## src/rtl/serial_seq_feeder.sv

```systemverilog
// serial_seq_feeder: serialises WIDTH-bit words MSB-first onto the 10011 detector input x.
// Define SERIAL_FEEDER_PRELOAD_EN to add a one-word hold register for gapless streaming.
module serial_seq_feeder #(
    parameter int   WIDTH    = 10,
    parameter logic IDLE_BIT = 1'b0
) (
    input  logic             clk,
    input  logic             rst,
    input  logic [WIDTH-1:0] din,
    input  logic             din_valid,
    output logic             din_ready,
    output logic             x,
    output logic             x_valid,
    output logic             busy,
    output logic             state_dbg
);

    localparam int CW = $clog2(WIDTH);
    localparam logic [CW-1:0] CNT_INIT = CW'(WIDTH - 1);

    typedef enum logic {
        IDLE  = 1'b0,
        SHIFT = 1'b1
    } state_t;

    state_t           state;
    logic [WIDTH-1:0] shreg;
    logic [CW-1:0]    bit_cnt;
    logic             accept;

`ifdef SERIAL_FEEDER_PRELOAD_EN
    logic             hold_full;
    logic [WIDTH-1:0] hold_data;
`endif

    // valid/ready: a word transfers on a posedge where din_valid && din_ready are both 1;
    // din_ready is registered, and din_valid seen while din_ready=0 is simply dropped.
    assign accept    = din_valid & din_ready;
    assign state_dbg = (state == SHIFT);

    always_ff @(posedge clk or negedge rst) begin
        if (!rst) begin
            state     <= IDLE;
            shreg     <= '0;
            bit_cnt   <= '0;
            x         <= IDLE_BIT;
            x_valid   <= 1'b0;
            din_ready <= 1'b0;
            busy      <= 1'b0;
`ifdef SERIAL_FEEDER_PRELOAD_EN
            hold_full <= 1'b0;
            hold_data <= '0;
`endif
        end else begin
            case (state)
                IDLE: begin
                    x         <= IDLE_BIT;
                    x_valid   <= 1'b0;
                    busy      <= 1'b0;
                    din_ready <= 1'b1;
                    if (accept) begin
                        state   <= SHIFT;
                        shreg   <= din;
                        x       <= din[WIDTH-1];
                        x_valid <= 1'b1;
                        busy    <= 1'b1;
                        bit_cnt <= CNT_INIT;
`ifdef SERIAL_FEEDER_PRELOAD_EN
                        din_ready <= 1'b1;
`else
                        din_ready <= 1'b0;
`endif
                    end
                end
                SHIFT: begin
                    if (bit_cnt != '0) begin
                        shreg   <= shreg << 1;
                        x       <= shreg[WIDTH-2];
                        bit_cnt <= bit_cnt - 1'b1;
`ifdef SERIAL_FEEDER_PRELOAD_EN
                        if (accept) begin
                            hold_data <= din;
                            hold_full <= 1'b1;
                            din_ready <= 1'b0;
                        end
`endif
                    end else begin
`ifdef SERIAL_FEEDER_PRELOAD_EN
                        // Last bit is on x: chain straight into the next word if one is ready.
                        if (hold_full) begin
                            shreg     <= hold_data;
                            x         <= hold_data[WIDTH-1];
                            bit_cnt   <= CNT_INIT;
                            hold_full <= accept;
                            din_ready <= !accept;
                            if (accept) begin
                                hold_data <= din;
                            end
                        end else if (accept) begin
                            shreg   <= din;
                            x       <= din[WIDTH-1];
                            bit_cnt <= CNT_INIT;
                        end else begin
                            state     <= IDLE;
                            x         <= IDLE_BIT;
                            x_valid   <= 1'b0;
                            busy      <= 1'b0;
                            din_ready <= 1'b1;
                        end
`else
                        state     <= IDLE;
                        x         <= IDLE_BIT;
                        x_valid   <= 1'b0;
                        busy      <= 1'b0;
                        din_ready <= 1'b1;
`endif
                    end
                end
                default: begin
                    state <= IDLE;
                end
            endcase
        end
    end

endmodule
```

## config.mk

```make
export PLATFORM = sky130hd
export DESIGN_NAME = serial_seq_feeder
export DESIGN_NICKNAME = d
export VERILOG_FILES = /design/src/rtl/serial_seq_feeder.sv
export SDC_FILE = /design/constraint.sdc
export NUM_CORES = 1
export LEC_CHECK = 0
export CORE_AREA = 3 3 46 52
export DETAILED_ROUTE_END_ITERATION = 7
export DIE_AREA = 0 0 49 55
export PLACE_DENSITY = 0.7
export SYNTH_ARGS = -nofsm -noshare
export SYNTH_HDL_FRONTEND = slang
export SYNTH_SLANG_ARGS = --single-unit
```

## constraint.sdc

```tcl
create_clock -name clk -period 3.3 [get_ports clk]
set_clock_uncertainty 0.2 [all_clocks]
set_input_delay 0.99 -clock clk [delete_from_list [all_inputs] [get_ports clk]]
set_output_delay 0.99 -clock clk [all_outputs]
set_load 0.05 [all_outputs]
```

==> results of run 1 <==
==> kinds of logic after synthesis <==
kind of cell	synth area share, %
compound gates	7.45
fa+ha+maj	2.92
buf+inv	4.38
flops	49.6
mux	25.5
simple gates	10.1
==> state kept, by name, summed over array words and instances, names as in the netlist <==
name	count
busy	1
din_ready	1
x	1
shreg	9
bit_cnt	4
state_dbg	1
==> cell type report <==
| class | instances | area [um2] |
|---|---|---|
| clock buffer | 4 | 26.3 |
| inverter | 3 | 11.3 |
| timing repair buffer | 18 | 178 |
| tap | 28 | 35.0 |
| sequential | 17 | 425 |
| fill | 177 | 908 |
| multi-input combinational | 41 | 394 |
==> cells in the mapped netlist (all sizes together) <==
cell     instances
or4b             1
nor2             2
or2              1
o2bb2ai          1
a21oi            2
inv              3
ha               2
nand2b           1
or3b             1
mux2            16
nor2b            1
a22o             2
clkbuf           1
dfrtp           17
buf              2
nor3             1
and2b            1
and3b            1
and2             1
nand2            3
o21a             1
mux2i            2
a211o            1
==> worst max path at each step <==
stage,startpoint,to,slack [ns],depth (start not counted)
2_1_floorplan,din_valid,shreg[1],1.14,4
3_3_place_gp,din_valid,shreg[6],0.53,4
3_5_place_dp,din_valid,shreg[6],0.52,4
4_1_cts,din_ready,din_ready,0.61,1
5_1_grt,din_ready,din_ready,0.57,1
6_report,din_ready,din_ready,0.62,1
==> cell usage in the layout, fill, tap and decap left out, drive strengths merged, types with 2 or more instances in the layout <==
cell and n:
mux2i 2, inv 3, clkbuf 4, a21oi 2
ha 2, mux2 16, a22o 2, nand2 3
nor2 2, dfrtp 17, clkdlybuf4s50 17
==> report_power, final <==
group          internal [mW]  total (mW)  switching (mW)
clock                 0.0469       0.109          0.0620
sequential             0.310       0.364          0.0539
combinational          0.313       0.588           0.275
total                  0.670        1.06           0.391
==> per-layer routing <==
metal  up-vias  part of all wire [%]  wire length [um]  track usage, %
li1        261                     -                 -               -
met1       253                    43               577            12.9
met2        11                    52               691            19.5
met3         2                   4.5                60            3.49
met4         0                  0.60                 8            7.11
met5         -                     0                 0               0
==> flow_summary.yaml, run 1 <==
timing:
  fin_ws_ns: 0.622
  finalHoldViolations: 0
  rsz0062_at_grt: "false"
  fin_setup_tns_ns: 0
  min_period_ns: 2.68
  finalCritPeriodShare_pct: 81.2
  slew_headroom_pct: 50.0
  whs_ns: 0.314
  slew_violations: 0
  finalSetupViolCount: 0
  tightest_slew_ns: 0.748
  max_freq_mhz: 373
power_and_ir_drop:
  finalPower_mw: 1.06
  pwr_density_cell_nw_per_um2: 991
  irDropWorstVdd_mv: 0.440
  leakage_nw: 0.479
global_route:
  grt_pass1_vias: 505
  grtUsageTotal_pct: 11.4
  antenna_found_initial: 0
  overflow: 0
  grt_max_degree: 18
  grt_pass1_wl_um: 2240
route:
  drt-wirelength-per-cell_um: 12.0
  ant_nets: 0
  first_pass_iters: 3
  viasPerCell: 4.75
  vias: 527
  drtIter0Drc: 3
  drcViolationCount: 0
  wirelength_um: 1340
cts:
  clk_pin_slew_worst_paths_ns: 0.10
  cts_sinks: 17
  hold_buffers: 0
  clockBufferDepth: 2
  htree_levels: 1
  ctsResizeCount: 0
  post-cts-setup-buffer-count: 0
  root_buffer: "clkbuf_4"
  numCtsBuffers: 3
  cts_tree: "built"
  clk_latency_ns: 0.28
worst_setup_path:
  r2r_cells: 5
  path_cells: "clkdlybuf4s50_1"
  crit_type: "reg -> out"
  crit_required_ns: 2.11
  crit_family: "buffers and inverters"
  cp_slowest_cell: "clkdlybuf4s50_1"
  r2r_end: "shreg[6]"
  critPathArrivalTime_ns: 1.49
  r2r-start: "bit_cnt[0]"
  reg2reg_slack_ns: 1.09
  worst-path-buf-inv: 1
  cp_max_fo: 4
  cp-end-kind: "output pin"
  slowest_delay_ns: 0.81
  critPathLaunchType: "flip-flop"
placement:
  place_hpwl_um: 1010
  gp_congestion: 0.677
  port_buffers: 17
  dpl_worst_slack_ns: 0.520
  post-place-cells: 107
  dpl_cell_area_um2: 1040
synthesis:
  syn_area_per_cell_um2: 13.4
  seq_area_frac_synth_pct: 49.6
  syn-cell-area_um2: 857
  synth_fp_nets: 79
  syn_inst: 64
  ys_types: 26
  synth.top_cells.by_area: "dfrtp_1, mux2_2, mux2_4, ha_1, mux2i_1"
  yosysWarnings: 0
  ys_ff_latch: 17
  yosysTopAreaCellShare_pct: 49.6
  yosysTopAreaCell: "dfrtp_1"
layout:
  layout-drive-gt1-share_pct: 27.7
  n_antenna_cell: 0
  fin_cells: 111
  nNetsFinal: 99
  postLayoutCellArea_um2: 1070
  finish.utilization_pct: 54.1
  syn_to_final_growth_pct: 24.8
min_path:
  hp-class: "reg -> reg"
  hold_start: "shreg[6]"
  min_path_cells: 1
  min_to: "shreg[6]"
floorplanning:
  pin_count: 18
  start_util_pct: 43.3
  die-area_um2: 2700
  dieWidth_um: 49
  fp-row-count: 17
  core_area_um2: 1980
  die_y_um: 55
status:
  status: "completed"
flow_run:
  max-cap-violations: 0
Note: power is estimated with default switching activity, not from simulation.
==> run 2: changes to the inputs <==
==> constraint.sdc (replaced) <==
create_clock -name clk -period 2.6 [get_ports clk]
set_clock_uncertainty 0.2 [all_clocks]
set_input_delay 0.78 -clock clk [delete_from_list [all_inputs] [get_ports clk]]
set_output_delay 0.78 -clock clk [all_outputs]
set_load 0.05 [all_outputs]
==> flow_summary.yaml, run 2 (synthesis results as in run 1) <==
timing:
  slew_headroom_pct: 67.1
  fin_ws_ns: 0.135
  finalHoldViolations: 0
  tightest_slew_ns: 0.492
  max_freq_mhz: 406
  rsz0062_at_grt: "false"
  finalCritPeriodShare_pct: 94.8
  fin_setup_tns_ns: 0
  slew_violations: 0
  min_period_ns: 2.46
  finalSetupViolCount: 0
layout:
  nNetsFinal: 102
  layout-drive-gt1-share_pct: 31.4
  n_fill_cell: 188
  final_common_cell: "dfrtp_1"
  reg_top3: "shreg: 9 flops, bit_cnt: 4 flops"
  largest_reg_flops: 9
  fin_cells: 114
  postLayoutCellArea_um2: 1100
  syn_to_final_growth_pct: 28.6
  n_antenna_cell: 0
  top_register: "shreg"
  most-common-layout-cells: "dfrtp_1, clkdlybuf4s50_1, mux2_2, mux2_4, buf_4"
min_path:
  min_path_cells: 1
  hp-class: "reg -> reg"
  hold_start: "shreg[8]"
global_route:
  antenna_found_initial: 0
  grt_max_degree: 18
  grt.busiest_layer: "met2"
  grtUsageMet3_pct: 2.95
  use_met1_pct: 13.2
  grtUsageTotal_pct: 11.9
  overflow: 0
  grt_pass1_wl_um: 2330
  met2_usage_pct: 20.6
  grt_pass1_vias: 534
cts:
  cts_sinks: 17
  numCtsBuffers: 3
  htree_levels: 1
  clk_pin_slew_worst_paths_ns: 0.10
  cts_tree: "built"
  ctsResizeCount: 0
  hold_buffers: 0
  post-cts-setup-buffer-count: 0
  clk_latency_ns: 0.29
  root_buffer: "clkbuf_4"
  clockBufferDepth: 2
route:
  wirelength_um: 1310
  drt-wirelength-per-cell_um: 11.5
  vias: 547
  viasPerCell: 4.80
  drcViolationCount: 0
  ant_nets: 0
  drtIter0Drc: 5
  first_pass_iters: 2
power_and_ir_drop:
  seqPwrFrac_pct: 35.2
  leakage_nw: 0.500
  finalPower_mw: 1.38
  pwr_density_cell_nw_per_um2: 1250
  irDropWorstVdd_mv: 0.569
  clock_power_share_pct: 10.0
  combPwrFrac_pct: 54.8
  p_int_mw: 0.883
  switching_share_pct: 36.0
  p_sw_mw: 0.496
placement:
  place_hpwl_um: 1010
  gp_congestion: 0.719
  post-place-cells: 110
  port_buffers: 17
  dpl_cell_area_um2: 1080
  dpl_worst_slack_ns: 0.0973
floorplanning:
  core_area_um2: 1980
  die_y_um: 55
  die-area_um2: 2700
  dieWidth_um: 49
  fp-row-count: 17
  pin_count: 18
  start_util_pct: 43.3
worst_setup_path:
  cp_slowest_cell: "clkdlybuf4s50_1"
  startpoint: "din_ready"
  cp-end-kind: "output pin"
  crit_type: "reg -> out"
  crit_family: "buffers and inverters"
  path_cells: "clkdlybuf4s50_1"
  path_depth: 1
  critPathLaunchType: "flip-flop"
  worst-path-buf-inv: 1
  r2r_cells: 5
  slowest_delay_ns: 0.81
  r2r-start: "bit_cnt[0]"
  critPathArrivalTime_ns: 1.48
  cp_max_fo: 4
  crit_required_ns: 1.62
status:
  status: "completed"
flow_run:
  max-cap-violations: 0
==> run 2: changes by cell type in the layout (fill, tap and decap cells not counted) <==
cell,before,now
buf_4,1,4
buf_12,0,1
clkdlybuf4s50_1,17,16
==> run 2: area by class of cell <==
cell class                      count  area [um2]  share of cell area, %
Timing Repair Buffer               21         210                   19.1
Sequential cell                    17         425                   38.6
Multi-Input combinational cell     41         394                   35.8
Inverter                            3        11.3                   1.02
Tap cell                           28        35.0                   3.18
Clock buffer                        4        26.3                   2.38
==> run 2: power groups by stage <==
stage                     Sequential (mW)  Combinational [mW]  Clock, mW
after floorplan                     0.553               0.533          0
after global placement              0.490               0.755          0
after detailed placement            0.493               0.771          0
after CTS                           0.489               0.772      0.144
after global routing                0.508               0.824      0.158
final                               0.486               0.756      0.138
==> run 2: final timing paths <==
path | endpoint | slack (ns)
min in group asynchronous | shreg[1] | 0.61
worst min register to register | x | 0.31
worst max-delay path | din_ready | 0.14
worst max register to register | shreg[6] | 0.41
max in group asynchronous | x | 1.40
worst min-delay path | x | 0.31
==> run 2: through the flow <==
step | util, % | hold slack (ns)
final | 55.7 | 0.308
after global routing | 55.7 | 0.329
after CTS | 55.7 | 0.317
after detailed placement | 54.4 | 0.290
after global placement | 54.4 | 0.282
after floorplan | - | 0.261
==> run 2: metal layers <==
layer  part of all wire, %  wire length [um]  vias up
li1                      -                 -      271
met1                    46               597      261
met2                    48               628       13
met3                   4.8                63        2
met4                   1.5                19        0
met5                     0                 0        -
==> run 3: changes to the inputs <==
--- a/config.mk
+++ b/config.mk
@@ -9,6 +9,7 @@
 export DETAILED_ROUTE_END_ITERATION = 7
 export DIE_AREA = 0 0 49 55
 export PLACE_DENSITY = 0.7
+export SLEW_MARGIN = 20
 export SYNTH_ARGS = -nofsm -noshare
 export SYNTH_HDL_FRONTEND = slang
 export SYNTH_SLANG_ARGS = --single-unit
==> results of run 3 <==
Final layout, timing and power as in run 2 (identical DEF).
